==> config.mk <==
export PLATFORM = sky130hd
export DESIGN_NAME = tiled_dot_product
export DESIGN_NICKNAME = d
export VERILOG_FILES = /design/src/rtl/tiled_dot_product.sv
export SDC_FILE = /design/constraint.sdc
export NUM_CORES = 1
export LEC_CHECK = 0
export ABC_AREA = 1
export CORE_AREA = 2 2 208 210
export DETAILED_ROUTE_END_ITERATION = 10
export DIE_AREA = 0 0 210 212
export DONT_BUFFER_PORTS = 1
export PLACE_DENSITY = 0.67
export REMOVE_ABC_BUFFERS = 1
export SLEW_MARGIN = 15
export SYNTH_ARGS = -nofsm -noshare
export SYNTH_HDL_FRONTEND = slang
export SYNTH_SLANG_ARGS = --single-unit
==> constraint.sdc <==
create_clock -name clk -period 5.02 [get_ports clk]
set_clock_uncertainty 0.15 [all_clocks]
set_input_delay 0.502 -clock clk [delete_from_list [all_inputs] [get_ports clk]]
set_output_delay 0.502 -clock clk [all_outputs]
set_load 0.05 [all_outputs]
==> src/rtl/tiled_dot_product.sv <==
// Streaming signed dot-product engine: LANES-wide chunks, 3-stage pipeline,
// per-job accumulator with overflow flag and optional saturation.
module tiled_dot_product #(
  parameter int DATA_WIDTH = 8,
  parameter int ACC_WIDTH  = 32,
  parameter int LANES      = 4,
  parameter int MAX_LEN    = 64,
  parameter int SATURATE   = 1
) (
  input  logic                          clk,
  input  logic                          rst_n,
  input  logic                          cfg_valid,
  output logic                          cfg_ready,
  input  logic [$clog2(MAX_LEN+1)-1:0]  cfg_len,
  input  logic                          in_valid,
  output logic                          in_ready,
  input  logic [LANES*DATA_WIDTH-1:0]   in_x,
  input  logic [LANES*DATA_WIDTH-1:0]   in_w,
  output logic                          out_valid,
  input  logic                          out_ready,
  output logic [ACC_WIDTH-1:0]          out_dp,
  output logic                          out_ovf
);

  localparam int LW = $clog2(MAX_LEN+1);
  localparam int RW = (LANES > 1) ? $clog2(LANES) : 1;
  localparam int PW = 2*DATA_WIDTH;
  localparam int SW = PW + $clog2(LANES);
  localparam int AW = ((ACC_WIDTH > SW) ? ACC_WIDTH : SW) + 1;
  localparam int VW = LANES*DATA_WIDTH;

  localparam logic [ACC_WIDTH-1:0] ACC_MAX =
    {1'b0, {(ACC_WIDTH-1){1'b1}}};
  localparam logic [ACC_WIDTH-1:0] ACC_MIN =
    {1'b1, {(ACC_WIDTH-1){1'b0}}};

  typedef enum logic [1:0] {
    IDLE, RUN, DRAIN, DONE
  } state_t;

  state_t state;

  logic [LW-1:0] cnt;
  logic [RW-1:0] rem;

  logic          s0_v, s1_v, s2_v;
  logic [VW-1:0] s0_x, s0_w;
  logic signed [PW-1:0] s1_p [LANES];
  logic signed [SW-1:0] s2_sum;

  logic signed [ACC_WIDTH-1:0] acc;
  logic                        ovf;

  logic [LW-1:0]               len_c;
  logic                        accept;
  logic                        last;
  logic [VW-1:0]               x_m;
  logic signed [SW-1:0]        sum;
  logic signed [AW-1:0]        ext;
  logic                        ext_ovf;
  logic signed [ACC_WIDTH-1:0] acc_nxt;

  always_comb begin
    len_c = (cfg_len > LW'(MAX_LEN)) ? LW'(MAX_LEN) : cfg_len;
    accept = in_valid && in_ready;
    last = (cnt == LW'(1));
    // zeroing x in masked lanes forces their product to 0
    x_m = in_x;
    for (int i = 0; i < LANES; i++) begin
      if (last && rem != '0 && i >= int'(rem)) begin
        x_m[i*DATA_WIDTH +: DATA_WIDTH] = '0;
      end
    end
    sum = '0;
    for (int i = 0; i < LANES; i++) begin
      sum = sum + SW'(s1_p[i]);
    end
    // widened sum: any bits above the ACC sign bit disagreeing = overflow
    ext = AW'(acc) + AW'(s2_sum);
    ext_ovf = (ext[AW-1:ACC_WIDTH-1] != '0) &&
              (ext[AW-1:ACC_WIDTH-1] != '1);
    acc_nxt = ext[ACC_WIDTH-1:0];
    if (ext_ovf && SATURATE != 0) begin
      acc_nxt = ext[AW-1] ? ACC_MIN : ACC_MAX;
    end
  end

  always_ff @(posedge clk) begin
    if (!rst_n) begin
      state     <= IDLE;
      cfg_ready <= 1'b1;
      in_ready  <= 1'b0;
      out_valid <= 1'b0;
      acc       <= '0;
      ovf       <= 1'b0;
      cnt       <= '0;
      rem       <= '0;
      s0_v      <= 1'b0;
      s1_v      <= 1'b0;
      s2_v      <= 1'b0;
    end else begin
      s0_v <= accept;
      if (accept) begin
        s0_x <= x_m;
        s0_w <= in_w;
      end
      s1_v <= s0_v;
      if (s0_v) begin
        for (int i = 0; i < LANES; i++) begin
          s1_p[i] <=
            PW'($signed(s0_x[i*DATA_WIDTH +: DATA_WIDTH])) *
            PW'($signed(s0_w[i*DATA_WIDTH +: DATA_WIDTH]));
        end
      end
      s2_v <= s1_v;
      if (s1_v) begin
        s2_sum <= sum;
      end
      if (s2_v) begin
        acc <= acc_nxt;
        if (ext_ovf) begin
          ovf <= 1'b1;
        end
      end

      unique case (state)
        IDLE: begin
          if (cfg_valid) begin
            acc       <= '0;
            ovf       <= 1'b0;
            cnt       <= LW'((32'(len_c) + LANES - 1) / LANES);
            rem       <= RW'(32'(len_c) % LANES);
            cfg_ready <= 1'b0;
            if (len_c == '0) begin
              state     <= DONE;
              out_valid <= 1'b1;
            end else begin
              state    <= RUN;
              in_ready <= 1'b1;
            end
          end
        end
        RUN: begin
          if (accept) begin
            cnt <= cnt - LW'(1);
            if (last) begin
              in_ready <= 1'b0;
              state    <= DRAIN;
            end
          end
        end
        DRAIN: begin
          // last chunk is in the sum stage and lands this edge
          if (!s0_v && !s1_v && s2_v) begin
            state     <= DONE;
            out_valid <= 1'b1;
          end
        end
        DONE: begin
          if (out_ready) begin
            out_valid <= 1'b0;
            cfg_ready <= 1'b1;
            state     <= IDLE;
          end
        end
      endcase
    end
  end

  assign out_dp  = acc;
  assign out_ovf = ovf;

endmodule

Yosys cells after proc, flatten, opt, wreduce, memory -nomap -nowiden --
Memories as Yosys holds them, arrays and structs flattened. Cells that the tools add are included.
Storage, ports and cells: register bits 132, bits in latches 0, RAM bits 64, memory bits (read-only) 0, output and inout bits 36, memories 1
Memory list:
- s1_p | words 4, width 16, read ports 4, clocked after Yosys merged registers in 0, wr ports 4, RTL line 48 | logic signed [PW-1:0] s1_p [LANES];
Cells by class: add/sub/neg operators 7, multipliers 4, div/mod/pow operators 0, order comparisons 4, equal/unequal tests 12, shift-type cells 0, muxes and demuxes 36, bitwise operators 0, reductions and logical operators 25
Operators by type and width (number):
- 2-to-1 mux 32 bit | 5
- multiplier 8 x 8 -> 16 bit | 4
- adder 32 x 18 -> 33 bit | 1
- 2-to-1 mux 7 bit | 3
- adder 17 x 16 -> 18 bit | 1
- adder 18 x 16 -> 18 bit | 1
- adder 16 x 16 -> 17 bit | 1
- 2-to-1 mux 1 bit | 17
- != test 2 bit, second input constant | 8
- AND reduction 5 bit | 3
- one-hot mux 7 bit (2 select lines) | 1
- 2-to-1 mux 2 bit | 6
- subtractor 8 x 1 -> 9 bit, second input constant | 1
- adder 7 x 3 -> 8 bit, second input constant | 1
- logical AND 1 bit | 8
- one-hot mux 2 bit (4 select lines) | 1
- nonzero test 2 bit | 4
- == test 7 x 1 -> 1 bit, second input constant | 1
- > comparator 7 bit, second input constant | 1
- logical NOT 7 bit | 1
- subtractor 7 x 1 -> 7 bit, second input constant | 1
- AND reduction 2 bit | 3
- AND reduction 3 bit | 2
- == test 2 bit, second input constant | 2
- other kinds (8) | 11

Logic depth before layout (Yosys ltp) --
Gate-level depths: netlist of run 1.
word-level depth 7, mapped depth 23

Least setup slack after synthesis of run 1 --
No wires, ideal clock.
kind reg2reg, from register s0_x[8], to memory s1_p[1][12] in the netlist's numbering (data pin), arrival 4.239 ns, required time 4.612 ns, setup slack 0.373 ns, cell stages (with the launch flop) 18, buffers on the path 1, period minus slack after synthesis 4.647 ns, cell sequence edfxtp_1 -> clkbuf_1 -> or2_2 -> fa_1 -> fa_1 -> inv_1 -> fa_1 -> inv_1 -> fa_1 -> inv_1 -> ha_1 -> a21o_1 -> a31oi_1 -> o21ai_0 -> a21oi_1 -> nor2_1 -> nor2_1 -> xnor2_1
RTL lines:
- start, declared | RTL line 47 | logic [VW-1:0] s0_x, s0_w;
- start signal, assigned | RTL line 104 | s0_x <= x_m;
- end, declared | RTL line 48

==> results of run 1 <==
==> flip-flops by register name, summed over array words and instances, names as in the netlist <==
| name | cells |
|---|---|
| out_valid | 1 |
| s0_w | 32 |
| rem | 2 |
| out_ovf | 1 |
| s2_v | 1 |
| out_dp | 32 |
| s1_p | 64 |
| s1_v | 1 |
| cfg_ready | 1 |
| in_ready | 1 |
| s2_sum | 18 |
| cnt | 7 |
| s0_x | 32 |
| state | 2 |
| s0_v | 1 |
==> cell usage in the layout, fill, tap and decap left out, types with 9 or more instances in the layout <==
master,n
inv_1,631
nand2_1,516
fa_1,254
ha_1,170
nor2_1,168
edfxtp_1,146
a21oi_1,105
dlygate4sd3_1,56
xnor2_1,55
xor2_1,53
nand3_1,50
dfxtp_1,50
o21ai_0,41
buf_4,29
clkbuf_16,17
nand2_2,15
a21oi_2,15
nor3_1,13
a21oi_4,10
o21bai_1,9
==> through the flow <==
step | setup WS (ns) | power (mW) | cells
final | 0.253 | 9.29 | 3035
after global routing | 0.0274 | 10.3 | 3035
after CTS | 0.174 | 9.37 | 3035
after detailed placement | 0.188 | 7.88 | 2947
after global placement | 0.235 | 7.73 | 2947
after floorplan | 0.411 | 6.63 | 2372
==> worst max-delay path, cell delays in order, from the launching register on <==
cell      delay (ns)
edfxtp_1        0.54
nand2_1         0.12
inv_1           0.05
fa_1            0.50
inv_1           0.05
fa_1            0.50
inv_1           0.05
fa_1            0.53
inv_1           0.05
fa_1            0.47
inv_1           0.04
ha_1            0.33
a21oi_1         0.21
nand2_1         0.11
a21o_1          0.16
a21oi_1         0.21
nor2_1          0.07
o21ai_0         0.14
nand2_1         0.09
xor2_1          0.14
==> timing repair <==
action / in CTS / in global routing
setup endpoints to repair: 0 / 2
endpoints found under the hold margin: 61 / 0
resized for setup: 0 / 5
hold buffers: 56 / 0
==> kinds of logic after synthesis <==
group | Yosys count | share of synthesized area [%]
compound gates | 215 | 6.50
xor+xnor | 108 | 4.54
fa+ha+maj | 425 | 34.7
buf+inv | 719 | 13.1
flops | 196 | 25.8
simple gates | 792 | 15.3
==> power breakdown <==
group	internal (mW)	total (mW)	switching [mW]	leakage, nW
registers	2.21	2.39	0.181	1.73
logic	2.20	5.49	3.29	9.72
clock network	0.666	1.40	0.739	0.289
==> worst max-delay path by stage <==
stage / start / end / slack (ns) / cells after the start
6_report: s0_w[1] / s1_p[0][12] / 0.25 / 19
5_1_grt: s0_x[3] / s1_p[0][12] / 0.03 / 19
4_1_cts: s0_w[15] / s1_p[1][12] / 0.17 / 17
3_5_place_dp: s0_w[15] / s1_p[1][12] / 0.19 / 17
3_3_place_gp: s0_w[15] / s1_p[1][12] / 0.24 / 17
2_1_floorplan: s0_x[8] / s1_p[1][12] / 0.41 / 16
==> metal layers <==
metal,GRT usage [%],vias to the layer above,routed length (µm)
met5,0,-,0
met3,4.79,60,2500
met4,7.56,0,1120
li1,-,7406,-
met2,37.6,327,22000
met1,27.6,7193,19700
==> final cells by class <==
type | instances | area share (%)
clock buffers | 17 | 1.89
clock inverters | 15 | 0.710
inverters | 636 | 10.6
multi-input cells | 1540 | 56.5
flip-flops and latches | 196 | 23.9
well taps | 546 | 3.03
repair buffers | 85 | 3.45
==> run_summary.xml, run 1 <==
<?xml version="1.0" encoding="UTF-8"?>
<metrics>
  <group name="critical_path">
    <metric name="crit_arrival" unit="ns">4.86</metric>
    <metric name="timing.critical_path.to_type" unit="">register</metric>
    <metric name="data_required_time_of_the_worst_path" unit="ns">5.12</metric>
    <metric name="worst-r2r-cell-count" unit="">19</metric>
    <metric name="reg2reg_to" unit="">s1_p[0][12]</metric>
    <metric name="critical_path.max_fanout" unit="">8</metric>
    <metric name="r2r_setup_slack" unit="ns">0.25</metric>
    <metric name="r2r-start" unit="">s0_w[1]</metric>
    <metric name="crit_path_start_kind" unit="">register</metric>
    <metric name="crit_type" unit="">register to register</metric>
  </group>
  <group name="clock_tree">
    <metric name="post_cts.repair.setup_buffers" unit="">0</metric>
    <metric name="clkLatencyLatePin" unit="ns">0.50</metric>
    <metric name="clk_path_buf_depth" unit="">2</metric>
    <metric name="tritoncts" unit="">yes</metric>
    <metric name="clkSinkCount" unit="">196</metric>
    <metric name="tritoncts_buffer_count" unit="">17</metric>
    <metric name="cts_root_buffer" unit="">clkbuf_16</metric>
    <metric name="cts.clk_slew.worst_paths" unit="ns">0.08</metric>
    <metric name="ctsHtreeMaxLevel" unit="">4</metric>
  </group>
  <group name="synthesis">
    <metric name="yosys_register_bits" unit="">196</metric>
    <metric name="cell_types_with_the_highest_counts_after_synthesis" unit="">inv_1, nand2_1, fa_1, ha_1, nor2_1</metric>
    <metric name="yosysSeqAreaShare" unit="%">25.8</metric>
    <metric name="yosys_warnings" unit="">0</metric>
    <metric name="yosys.cell_count.top_type" unit="">inv_1</metric>
    <metric name="synth.avg_cell_area" unit="µm²">8.49</metric>
    <metric name="syn_area" unit="mm²">0.0208</metric>
    <metric name="syn-instance-count" unit="">2455</metric>
    <metric name="synth_ff_type" unit="">edfxtp_1</metric>
    <metric name="post_synth_main_area_contributors" unit="">fa_1, edfxtp_1, inv_1</metric>
    <metric name="yosysUniqueCellTypes" unit="">47</metric>
    <metric name="synth_top_area_share" unit="%">24.4</metric>
    <metric name="async_reset_ff_share" unit="%">0</metric>
    <metric name="post_synthesis_cell_type_with_the_largest_combined_area" unit="">fa_1</metric>
    <metric name="synth_edf_count" unit="">146</metric>
  </group>
  <group name="power">
    <metric name="total_leakage_power" unit="nW">11.7</metric>
    <metric name="peakVddDrop" unit="µV">295</metric>
    <metric name="cellPowerDensity" unit="mW/mm²">412</metric>
  </group>
  <group name="route">
    <metric name="viasPerCell" unit="">4.94</metric>
    <metric name="post-route-drc-count" unit="">0</metric>
    <metric name="finalWirelength" unit="µm">45300</metric>
    <metric name="detailroute.via_count" unit="">15000</metric>
    <metric name="drt.antenna.violating_nets" unit="">0</metric>
    <metric name="drt_iter0_markers" unit="">866</metric>
    <metric name="routedWlPerCell" unit="µm">14.9</metric>
    <metric name="firstDrtPassIters" unit="">5</metric>
  </group>
  <group name="global_routing">
    <metric name="grt_util_all_layers" unit="%">22.0</metric>
    <metric name="grt_start_max_net_pins" unit="">65</metric>
    <metric name="grt_first_pass_wirelength" unit="µm">76900</metric>
    <metric name="initial_antenna_violation_count" unit="">0</metric>
    <metric name="vias_in_the_first_global_route" unit="">15700</metric>
    <metric name="overflow" unit="">0</metric>
  </group>
  <group name="placement">
    <metric name="place.gp.congestion" unit="">0.972</metric>
    <metric name="dp_hpwl" unit="µm">37200</metric>
    <metric name="buffer_ports.inserted" unit="">0</metric>
    <metric name="postPlaceCellArea" unit="mm²">0.0214</metric>
  </group>
  <group name="cells_and_area">
    <metric name="fin_util" unit="%">53.1</metric>
    <metric name="diodes" unit="">0</metric>
    <metric name="multi_input_area" unit="mm²">0.0127</metric>
    <metric name="nets" unit="">2977</metric>
    <metric name="sequential_cell_area" unit="mm²">0.00539</metric>
    <metric name="fillCellCount" unit="">3960</metric>
    <metric name="final_layout_size_suffix_gt1_share" unit="%">4.86</metric>
    <metric name="stdcell_area" unit="mm²">0.0226</metric>
    <metric name="area_delta_synth_final" unit="%">8.24</metric>
  </group>
  <group name="min_path">
    <metric name="holdCritStartpoint" unit="">in_x[15]</metric>
    <metric name="whs_endpoint" unit="">s0_x[15]</metric>
    <metric name="hp_class" unit="">input port to register</metric>
    <metric name="min_path_cells" unit="">2</metric>
  </group>
  <group name="sta">
    <metric name="grt_setup_unrepaired" unit="">no</metric>
    <metric name="final.hold.worst_slack" unit="ns">0.0414</metric>
    <metric name="layout_worst_path_cycle_share" unit="%">95.0</metric>
    <metric name="fmax" unit="MHz">210</metric>
    <metric name="timing.final.max_slew_violations" unit="">0</metric>
    <metric name="final.setup.tns" unit="ns">0</metric>
    <metric name="timing_hold_violations_final" unit="">0</metric>
    <metric name="report.final.setup_viol" unit="">0</metric>
    <metric name="worstMarginPinSlew" unit="ns">1.08</metric>
    <metric name="maxSlewHeadroom" unit="%">27.3</metric>
    <metric name="fin_crit" unit="ns">4.77</metric>
  </group>
  <group name="die">
    <metric name="ioPinCount" unit="">112</metric>
    <metric name="core_area" unit="mm²">0.0425</metric>
    <metric name="number_of_cell_rows" unit="">76</metric>
    <metric name="dieArea" unit="mm²">0.0445</metric>
    <metric name="fp.dieH" unit="µm">212</metric>
    <metric name="chip_width" unit="µm">210</metric>
    <metric name="initial_utilization" unit="%">49.0</metric>
  </group>
  <group name="flow_run">
    <metric name="max-cap-violations" unit="">0</metric>
  </group>
  <group name="outcome">
    <metric name="run_status" unit="">complete, no violations</metric>
  </group>
</metrics>
Power figures use the tool's default switching activity.
==> inputs of run 2 (changes only) <==
--- a/config.mk
+++ b/config.mk
@@ -10,7 +10,7 @@
 export DETAILED_ROUTE_END_ITERATION = 10
 export DIE_AREA = 0 0 210 212
 export DONT_BUFFER_PORTS = 1
-export PLACE_DENSITY = 0.67
+export PLACE_DENSITY = 0.7
 export REMOVE_ABC_BUFFERS = 1
 export SLEW_MARGIN = 15
 export SYNTH_ARGS = -nofsm -noshare
==> constraint.sdc (replaced) <==
create_clock -name clk -period 4.24 [get_ports clk]
set_clock_uncertainty 0.15 [all_clocks]
set_input_delay 0.424 -clock clk [delete_from_list [all_inputs] [get_ports clk]]
set_output_delay 0.424 -clock clk [all_outputs]
set_load 0.05 [all_outputs]
==> run 2 against run 1 <==
  * The run now ends with setup timing left
  * Final cell count grew 5.9%
  * Die area unchanged
  * First-iteration DRC count decreased by 2.9%
  * Critical endpoint unchanged
  * Largest cell class unchanged
==> run_summary.xml, run 2 (synthesis gave the netlist of run 1 again) <==
<?xml version="1.0" encoding="UTF-8"?>
<metrics>
  <group name="clock_tree">
    <metric name="cts.clk_slew.worst_paths" unit="ns">0.08</metric>
    <metric name="cts_root_buffer" unit="">clkbuf_16</metric>
    <metric name="tritoncts" unit="">yes</metric>
    <metric name="clk_path_buf_depth" unit="">2</metric>
    <metric name="clkLatencyLatePin" unit="ns">0.49</metric>
    <metric name="clkSinkCount" unit="">196</metric>
    <metric name="tritoncts_buffer_count" unit="">17</metric>
    <metric name="ctsHtreeMaxLevel" unit="">4</metric>
  </group>
  <group name="cells_and_area">
    <metric name="area_delta_synth_final" unit="%">20.2</metric>
    <metric name="layout.cells.most_common_list" unit="">inv_1, nand2_1, fa_1, buf_4, nor2_1</metric>
    <metric name="nets" unit="">3157</metric>
    <metric name="fillCellCount" unit="">3446</metric>
    <metric name="largest-register" unit="">s1_p</metric>
    <metric name="largest_reg_flops" unit="">64</metric>
    <metric name="final_layout_size_suffix_gt1_share" unit="%">17.9</metric>
    <metric name="diodes" unit="">0</metric>
    <metric name="fin_util" unit="%">58.9</metric>
    <metric name="layout.cells.most_common" unit="">inv_1</metric>
  </group>
  <group name="flow_run">
    <metric name="max-cap-violations" unit="">0</metric>
  </group>
  <group name="global_routing">
    <metric name="grt_first_pass_wirelength" unit="µm">80300</metric>
    <metric name="grt_util_all_layers" unit="%">22.6</metric>
    <metric name="grt_start_max_net_pins" unit="">38</metric>
    <metric name="vias_in_the_first_global_route" unit="">16700</metric>
    <metric name="overflow" unit="">0</metric>
    <metric name="initial_antenna_violation_count" unit="">1</metric>
  </group>
  <group name="critical_path">
    <metric name="critPathMostFrequentCell" unit="">fa_1</metric>
    <metric name="path_buf_inv" unit="">5</metric>
    <metric name="slowest_stage" unit="">fa_1</metric>
    <metric name="timing.critical_path.to_type" unit="">register</metric>
    <metric name="critical-path-top-delay-family" unit="">adder cells</metric>
    <metric name="crit_arrival" unit="ns">4.63</metric>
    <metric name="data_required_time_of_the_worst_path" unit="ns">4.33</metric>
    <metric name="crit_path_max_cell_delay" unit="ns">0.54</metric>
    <metric name="critical_path.max_fanout" unit="">3</metric>
    <metric name="crit_type" unit="">register to register</metric>
    <metric name="cp_num_cells" unit="">19</metric>
    <metric name="cp_cell_sequence" unit="">nand2_1 -&gt; inv_2 -&gt; fa_1 -&gt; inv_2 -&gt; fa_1 -&gt; inv_1 -&gt; fa_1 -&gt; inv_1 -&gt; fa_1 -&gt; inv_2 -&gt; ha_4 -&gt; a21oi_2 -&gt; nand2_1 -&gt; a21o_1 -&gt; a21oi_2 -&gt; nor2_1 -&gt; o21ai_1 -&gt; nand2_1 -&gt; xor2_1</metric>
    <metric name="crit_path_start_kind" unit="">register</metric>
    <metric name="worst-r2r-cell-count" unit="">19</metric>
  </group>
  <group name="die">
    <metric name="ioPinCount" unit="">112</metric>
    <metric name="dieArea" unit="mm²">0.0445</metric>
    <metric name="number_of_cell_rows" unit="">76</metric>
    <metric name="initial_utilization" unit="%">49.0</metric>
    <metric name="core_area" unit="mm²">0.0425</metric>
    <metric name="chip_width" unit="µm">210</metric>
    <metric name="fp.dieH" unit="µm">212</metric>
  </group>
  <group name="sta">
    <metric name="timing.final.max_slew_violations" unit="">0</metric>
    <metric name="worstMarginPinSlew" unit="ns">1.07</metric>
    <metric name="grt_setup_unrepaired" unit="">yes</metric>
    <metric name="report.final.setup_viol" unit="">14</metric>
    <metric name="maxSlewHeadroom" unit="%">28.1</metric>
    <metric name="fin_crit" unit="ns">4.54</metric>
    <metric name="final.hold.worst_slack" unit="ns">0.0337</metric>
    <metric name="final.setup.tns" unit="ns">-1.16</metric>
    <metric name="postLayoutSetupSlackWorst" unit="ns">-0.304</metric>
    <metric name="layout_worst_path_cycle_share" unit="%">107</metric>
    <metric name="fmax" unit="MHz">220</metric>
    <metric name="timing_hold_violations_final" unit="">0</metric>
  </group>
  <group name="min_path">
    <metric name="min_path_cells" unit="">2</metric>
    <metric name="hp_class" unit="">input port to register</metric>
  </group>
  <group name="route">
    <metric name="drt_iter0_markers" unit="">841</metric>
    <metric name="firstDrtPassIters" unit="">5</metric>
    <metric name="viasPerCell" unit="">4.99</metric>
    <metric name="finalWirelength" unit="µm">49600</metric>
    <metric name="post-route-drc-count" unit="">0</metric>
    <metric name="drt.antenna.violating_nets" unit="">0</metric>
    <metric name="detailroute.via_count" unit="">16100</metric>
    <metric name="routedWlPerCell" unit="µm">15.4</metric>
  </group>
  <group name="power">
    <metric name="peakVddDrop" unit="µV">405</metric>
    <metric name="net_sw_power" unit="mW">6.37</metric>
    <metric name="swShare" unit="%">44.0</metric>
    <metric name="cellPowerDensity" unit="mW/mm²">578</metric>
    <metric name="sequentialPowerShare" unit="%">19.3</metric>
    <metric name="p_comb_share" unit="%">69.2</metric>
    <metric name="internal_power_contribution" unit="mW">8.10</metric>
    <metric name="total_leakage_power" unit="nW">12.7</metric>
    <metric name="pwr-share-clk" unit="%">11.5</metric>
  </group>
  <group name="placement">
    <metric name="place.gp.congestion" unit="">0.929</metric>
    <metric name="buffer_ports.inserted" unit="">0</metric>
    <metric name="dp_hpwl" unit="µm">37700</metric>
  </group>
  <group name="outcome">
    <metric name="run_status" unit="">finished, violations left</metric>
    <metric name="violations" unit="">setup timing</metric>
  </group>
</metrics>
## run 2: cell count changes in the layout (fill, tap and decap cells not counted), sizes merged
cell / change
buf: +170
bufinv: +1
clkbuf: +1
clkinv: -1
clkinvlp: +1
dlygate4sd3: +10
inv: -2
## run 2: area by class of cell
| type | count | area [µm²] | share of cell area, % |
|---|---|---|---|
| Timing Repair Buffer | 265 | 2270 | 9.08 |
| Clock buffer | 18 | 429 | 1.71 |
| Multi-Input combinational cell | 1540 | 13700 | 54.8 |
| Tap cell | 546 | 683 | 2.73 |
| Clock inverter | 14 | 146 | 0.584 |
| Inverter | 636 | 2390 | 9.55 |
| Sequential cell | 196 | 5390 | 21.5 |
## run 2: routing by layer
metal	vias to the layer above	global-route usage, %	wire, µm
li1	7779	-	-
met1	7826	27.5	20500
met2	369	40.7	25600
met3	74	4.06	2290
met4	2	7.63	1140
met5	-	0	17
## run 2: path summary, 6_finish.rpt
| kind | start | endpoint | slack (ns) |
|---|---|---|---|
| hold reg to reg | s1_v | s2_v | 0.31 |
| hold / removal | in_x[31] | s0_x[31] | 0.03 |
| setup reg to reg | s0_w[2] | s1_p[0][12] | -0.30 |
| setup / recovery | s0_w[2] | s1_p[0][12] | -0.30 |
## run 2: stage by stage
stage	instance area, µm²	power, mW	cells	setup slack (ns)
finish	25000	14.5	3215	-0.304
global route	25000	15.6	3215	-0.450
CTS	24200	12.7	3203	-0.0925
detailed placement	22400	10.2	3085	-0.300
global placement	22400	10.0	3085	-0.271
floorplan	20500	7.85	2372	-0.369
## run 2: timing repair
action                                  4_1_cts  5_1_grt
buffers inserted                             22       16
pin swaps                                    51       86
endpoints found under the hold margin        73        0
endpoints found under the setup margin       23       28
hold buffers                                 66        0
resized for setup                            96      176
## run 2: power groups by stage
stage          Combinational [mW]  Sequential, mW  Clock [mW]
2_1_floorplan                5.00            2.85           0
3_3_place_gp                 7.18            2.83           0
3_5_place_dp                 7.39            2.83           0
4_1_cts                      8.24            2.79        1.70
5_1_grt                      11.1            2.81        1.77
6_report                     10.0            2.79        1.66
==> inputs of run 3 (changes only) <==
--- a/config.mk
+++ b/config.mk
@@ -7,6 +7,7 @@
 export LEC_CHECK = 0
 export ABC_AREA = 1
 export CORE_AREA = 2 2 208 210
+export CTS_CLUSTER_DIAMETER = 100
 export DETAILED_ROUTE_END_ITERATION = 10
 export DIE_AREA = 0 0 210 212
 export DONT_BUFFER_PORTS = 1
==> results of run 3 <==
The final DEF is identical to that of run 2; final timing and power are the same.
